File: src/rtl/int_ctrl.sv
// ---------------------------------------------------------------------------
// int_ctrl
//
// Interrupt controller for the fetch stage. Raw interrupt lines are
// edge-detected and latched into a pending register. The lowest-numbered
// pending source that is also enabled in the mask register wins arbitration.
// The winner is presented to fetch as a registered request (ipu_int/int_id).
// Only one interrupt is in service at a time:
//   IDLE -> REQ      (eligible source found)
//   REQ  -> SERVICE  (fetch acknowledged with int_ack)
//   SERVICE -> IDLE  (fetch retired the return-from-interrupt, int_done)
//
// Ports
//   clk        system clock, all state on posedge
//   rst        asynchronous, active-high reset
//   irq_in     raw interrupt lines, rising-edge sensitive
//   mask_wr    load mask_data into the mask register this cycle
//   mask_data  new mask value, 1 = source enabled
//   int_ack    fetch has taken the requested interrupt
//   int_done   fetch has seen the RTI opcode, handler finished
//   ipu_int    registered interrupt request to fetch
//   int_id     source being requested or serviced (kept in IDLE)
//   pending    pending-request register
//   busy       1 while in REQ or SERVICE
// ---------------------------------------------------------------------------
module int_ctrl #(
    parameter int NUM_SRC = 4,
    parameter int ID_W    = 2
) (
    input  logic               clk,
    input  logic               rst,
    input  logic [NUM_SRC-1:0] irq_in,
    input  logic               mask_wr,
    input  logic [NUM_SRC-1:0] mask_data,
    input  logic               int_ack,
    input  logic               int_done,
    output logic               ipu_int,
    output logic [ID_W-1:0]    int_id,
    output logic [NUM_SRC-1:0] pending,
    output logic               busy
);

    typedef enum logic [1:0] {
        IDLE    = 2'd0,
        REQ     = 2'd1,
        SERVICE = 2'd2
    } state_t;

    state_t             state;
    state_t             state_next;
    logic [NUM_SRC-1:0] irq_prev;
    logic [NUM_SRC-1:0] mask;
    logic [NUM_SRC-1:0] rise;
    logic [NUM_SRC-1:0] eligible;
    logic [NUM_SRC-1:0] ack_clr;
    logic [NUM_SRC-1:0] pending_next;
    logic [ID_W-1:0]    winner;
    logic [ID_W-1:0]    int_id_next;
    logic               ipu_int_next;

    // Edge detection and eligibility. Arbitration always sees the mask as it
    // stands before any write in the same cycle.
    always_comb begin
        rise     = irq_in & ~irq_prev;
        eligible = pending & mask;
    end

    // Fixed-priority pick: scanning downwards leaves the lowest set index.
    always_comb begin
        winner = '0;
        for (int i = NUM_SRC - 1; i >= 0; i--) begin
            if (eligible[i]) begin
                winner = ID_W'(i);
            end
        end
    end

    // Next-state and registered-output decode. int_id is frozen outside the
    // IDLE->REQ transition so late edges or mask writes cannot retarget a
    // request that fetch may already be acting on.
    always_comb begin
        state_next   = state;
        ipu_int_next = ipu_int;
        int_id_next  = int_id;
        ack_clr      = '0;
        case (state)
            IDLE: begin
                if (|eligible) begin
                    state_next   = REQ;
                    ipu_int_next = 1'b1;
                    int_id_next  = winner;
                end
            end
            REQ: begin
                if (int_ack) begin
                    state_next   = SERVICE;
                    ipu_int_next = 1'b0;
                    ack_clr      = NUM_SRC'(1) << int_id;
                end
            end
            SERVICE: begin
                if (int_done) begin
                    state_next = IDLE;
                end
            end
            default: begin
                state_next   = IDLE;
                ipu_int_next = 1'b0;
            end
        endcase
    end

    // A new rising edge in the acknowledge cycle is OR-ed in after the clear,
    // so the source stays pending and is requested again later.
    always_comb begin
        pending_next = (pending & ~ack_clr) | rise;
    end

    // State, request outputs, pending, mask and edge history registers.
    always_ff @(posedge clk or posedge rst) begin
        if (rst) begin
            state    <= IDLE;
            ipu_int  <= 1'b0;
            int_id   <= '0;
            pending  <= '0;
            mask     <= '1;
            irq_prev <= '0;
        end else begin
            state    <= state_next;
            ipu_int  <= ipu_int_next;
            int_id   <= int_id_next;
            pending  <= pending_next;
            irq_prev <= irq_in;
            if (mask_wr) begin
                mask <= mask_data;
            end
        end
    end

    assign busy = (state != IDLE);

endmodule

File: config.mk
export PLATFORM = sky130hd
export DESIGN_NAME = int_ctrl
export DESIGN_NICKNAME = d
export VERILOG_FILES = /design/src/rtl/int_ctrl.sv
export SDC_FILE = /design/constraint.sdc
export NUM_CORES = 1
export LEC_CHECK = 0
export ABC_AREA = 1
export CORE_MARGIN = 2
export CORE_UTILIZATION = 45
export CTS_CLUSTER_DIAMETER = 30
export DETAILED_ROUTE_END_ITERATION = 10
export PLACE_DENSITY = 0.87
export SKIP_CTS_REPAIR_TIMING = 1
export SLEW_MARGIN = 25
export SYNTH_ARGS = -nofsm -noshare
export SYNTH_HDL_FRONTEND = slang
export SYNTH_SLANG_ARGS = --single-unit
File: constraint.sdc
create_clock -name clk -period 2.75 [get_ports clk]
set_input_delay 0.4125 -clock clk [delete_from_list [all_inputs] [get_ports clk]]
set_output_delay 0.4125 -clock clk [all_outputs]
set_load 0.02 [all_outputs]
* Word level (Yosys, flattened, before mapping)
Cells that the tools add are included.
Cells by class: eq/ne operators 5, shift-type cells 1, multiplexer cells 13, bitwise logic cells 7, reductions and logical operators 6
Operators with widths (count):
- $mux 2 | 7
- $and 4x4->4 | 3
- $mux 4 | 2
- $not 4->4 | 2
- $ne 2x2->1 const B | 3
- $pmux 2 s3 | 1
- $reduce_and 3->1 | 2
- $or 4x4->4 | 1
- $reduce_or 4->1 | 1
- $shl 1x2->4 const A | 1
- $pmux 1 s3 | 1
- $eq 2x1->1 const B | 1
- $eq 2x2->1 const B | 1
- $logic_not 2->1 | 1
- $mux 1 | 2
- $reduce_and 2->1 | 1
- $reduce_bool 2->1 | 1
- $not 1->1 | 1
Storage, ports and cells: flip-flop bits (word level) 17, input port bits 13, output and inout bits 8, word-level logic and storage cells 38

* Longest topological paths before layout
word-level depth 6, depth in mapped cells 6, depth with buffers taken out 6

* Worst setup path before layout
No wires, ideal clock.
kind register -> output, from reg state[0], to out busy, arrival 646 ps, data required time 2338 ps, setup slack 1691 ps, stages on the path, launching flop included 3, buffers on the path 0, cell sequence dfrtp_1 -> nor2_2 -> inv_1
Between the ends: longest elaborated chain between the ends 1
Ends and longest elaborated chain:
- start, declared | line 49 | state_t state;
- start signal, assigned | line 129 | state <= state_next;
- $reduce_bool 2->1 | line 140 | assign busy = (state != IDLE);
- end, declared | line 40 | output logic busy
No other way between the ends.

* Worst setup path in the final report
Ends and elaborated chain as after synthesis.

==> flow_summary_export.csv <==
group,metric,value,unit
power,power.total,0.881,mW
clock_network,htreeDepth,1,
cells_and_area,fin_util,63.9,%
critical_path,crit_slowest_cell,"clkdlybuf4s50_1",
route,drtPass1Iterations,2,
synth,synth_cell_types,14,
timing,worst_pin_slew,0.617,ns
critical_path,crit_path_max_fanout,4,
clock_network,numCtsBuffers,3,
critical_path,r2r_cells,6,
global_routing,grt_overflow,0,
cells_and_area,drive_gt1_share,15.8,%
flow_run,maxCapViolCount,0,
global_routing,antenna_found_initial,0,
clock_network,clk_path_buf_depth,2,
cells_and_area,diodes,0,
worst_hold_path,worstHoldStart,"irq_prev[2]",
critical_path,r2r-end,"int_id[0]",
critical_path,cp.required,2.34,ns
cells_and_area,stdcell_count,111,
timing,skew,0.00339,ns
timing,timing.final.crit_share,67.8,%
synth,syn-num-nets,84,
clock_network,cts.sinks,17,
critical_path,cp.arrival,1.45,ns
outcome,status,"completed",
floorplanning,coreArea,1470,µm²
route,vias_per_cell,4.82,
worst_hold_path,hold_end,"pending[2]",
route,wl_per_cell,11.3,µm
route,vias,535,
floorplanning,die_h,43.2,µm
global_routing,grt_max_degree,18,
timing,tns,0,ns
floorplanning,die_area,1870,µm²
timing,fin_crit,1.86,ns
cells_and_area,n_fill_cell,137,
route,drc,0,
place,portBuffers,20,
timing,finalMaxSlewViolations,0,
floorplanning,io_pins,21,
clock_network,cts_tree,"yes",
timing,setup_viol,0,
route,postRouteAntennaNets,0,
synth,syn-mean-instance-area,9.76,µm²
power,peakVddDrop,0.540,mV
synth,ys_seq_area_share,62.1,%
critical_path,crit_path_end_kind,"output pin",
timing,hold_viol,0,
global_routing,grt_pass1_vias,512,
timing,relSlewSlack,58.8,%
power,pwr_density_cell,937,nW/µm²
timing,timing.fmax,536,MHz
synth,synth_warnings,0,
global_routing,grtUsageTotal,16.2,%
synth,synth_seq_cells,17,
place,gp_congestion,0.766,
synth,synth_area_leader_cell,"dfrtp_1",
worst_hold_path,whs_path_depth,1,
synth,synth_top_area_share,46.9,%
route,first_iter_violations,2,
power,power.leakage,0.443,nW
clock_network,worstSkewPairLatency,0.28,ns
critical_path,startpoint,"state[0]",
global_routing,grt_pass1_wl,2.21,mm
floorplanning,start_util,47.1,%
route,routed_wl,1.25,mm
clock_network,root_buffer,"clkbuf_4",
critical_path,crit_path_start_kind,"flip-flop",
place,dp_hpwl,968,µm
worst_hold_path,hold_path.class,"flip-flop to flip-flop",
clock_network,clk_pin_slew,0.10,ns
synth,ys_top_cells_by_area,"dfrtp_1 (47%), dfstp_2 (15%), nand2_1 (12%)",
cells_and_area,nNetsFinal,109,
critical_path,path_cells,"nor2_2 -> inv_1 -> clkdlybuf4s50_1",
critical_path,critPathMaxStageDelay,0.53,ns
floorplanning,die_w,43.2,µm
critical_path,rr_startpoint,"mask[1]",
synth,syn_area,693,µm²
floorplanning,rows,14,
critical_path,crit_type,"flip-flop to output pin",
place,dp_cells,107,
critical_path,worst-r2r-setup-slack,1.73,ns
cells_and_area,syn_to_final_growth,35.6,%
timing,rsz0062_at_grt,"no",
synth,syn_inst,71,
-- cell usage in the layout, fill, tap and decap left out --
cell	instances
nor2_1	1
inv_2	1
nand3_1	3
nand4_1	1
dfrtp_1	13
dfstp_2	4
nor2_2	2
nand3_2	1
o21ai_0	5
clkbuf_1	1
nand2_1	23
inv_1	10
o21ai_1	2
mux2_2	4
clkbuf_4	3
nand3b_1	1
clkdlybuf4s50_1	20
-- state kept, by name (all words and copies together), names as in the netlist --
name,flops
ipu_int,1
pending,4
irq_prev,4
state,2
mask,4
int_id,2
-- logic make-up after synthesis --
group / share of synthesized area (%)
flip-flops: 62.1
AND/OR/NAND/NOR: 20.4
buffers and inverters: 5.96
AO/OA/AOI/OAI: 5.05
multiplexers: 6.50
-- cell usage after synthesis --
cell type	number
nand2_1	23
dfrtp_1	13
inv_1	10
o21ai_0	5
dfstp_2	4
mux2_2	4
nand3_1	3
nor2_2	2
o21ai_1	2
inv_2	1
nand3_2	1
nand3b_1	1
nand4_1	1
nor2_1	1
-- worst max-delay path, delay by kind of cell, from the launching register on --
family	cells	cell delay (ns)
buffers and inverters	2	0.58
flip-flops	1	0.43
AND/OR/NAND/NOR	1	0.16
-- where the power goes --
part           internal [mW]  switching [mW]  total [mW]  leakage [nW]
sequential             0.320          0.0613       0.382         0.187
combinational          0.168           0.200       0.368         0.241
clock                 0.0563          0.0751       0.131        0.0150
-- area by class of cell --
cell class	count	area [µm²]	area share (%)
multi-input cells	43	221	23.6
flip-flops and latches	17	430	45.8
inverters	11	41.3	4.39
clock buffers	4	26.3	2.80
repair buffers	20	200	21.3
well taps	16	20.0	2.13
-- layer usage --
| metal | vias up | GRT usage (%) | wire length [µm] |
|---|---|---|---|
| met5 | - | 0 | 0 |
| met4 | 0 | 7.27 | 15 |
| met3 | 2 | 3.83 | 53 |
| met2 | 10 | 25.4 | 604 |
| met1 | 250 | 21.2 | 579 |
| li1 | 273 | - | - |
-- how the worst max path moves through the flow --
| stage | endpoint | slack [ns] | cells after the start |
|---|---|---|---|
| after CTS | busy | 0.87 | 3 |
| final | busy | 0.89 | 3 |
| after global placement | busy | 1.22 | 3 |
| after floorplan | busy | 1.69 | 2 |
| after global routing | busy | 0.80 | 3 |
| after detailed placement | busy | 1.19 | 3 |
-- per-stage QoR --
| stage | cell area (µm²) | setup WS, ns | hold slack [ns] |
|---|---|---|---|
| 2_1_floorplan | 693 | 1.69 | 0.336 |
| 3_3_place_gp | 913 | 1.22 | 0.402 |
| 3_5_place_dp | 913 | 1.19 | 0.410 |
| 4_1_cts | 940 | 0.870 | 0.424 |
| 5_1_grt | 940 | 0.796 | 0.461 |
| 6_report | 940 | 0.885 | 0.426 |
Power figures use the tool's default switching activity.
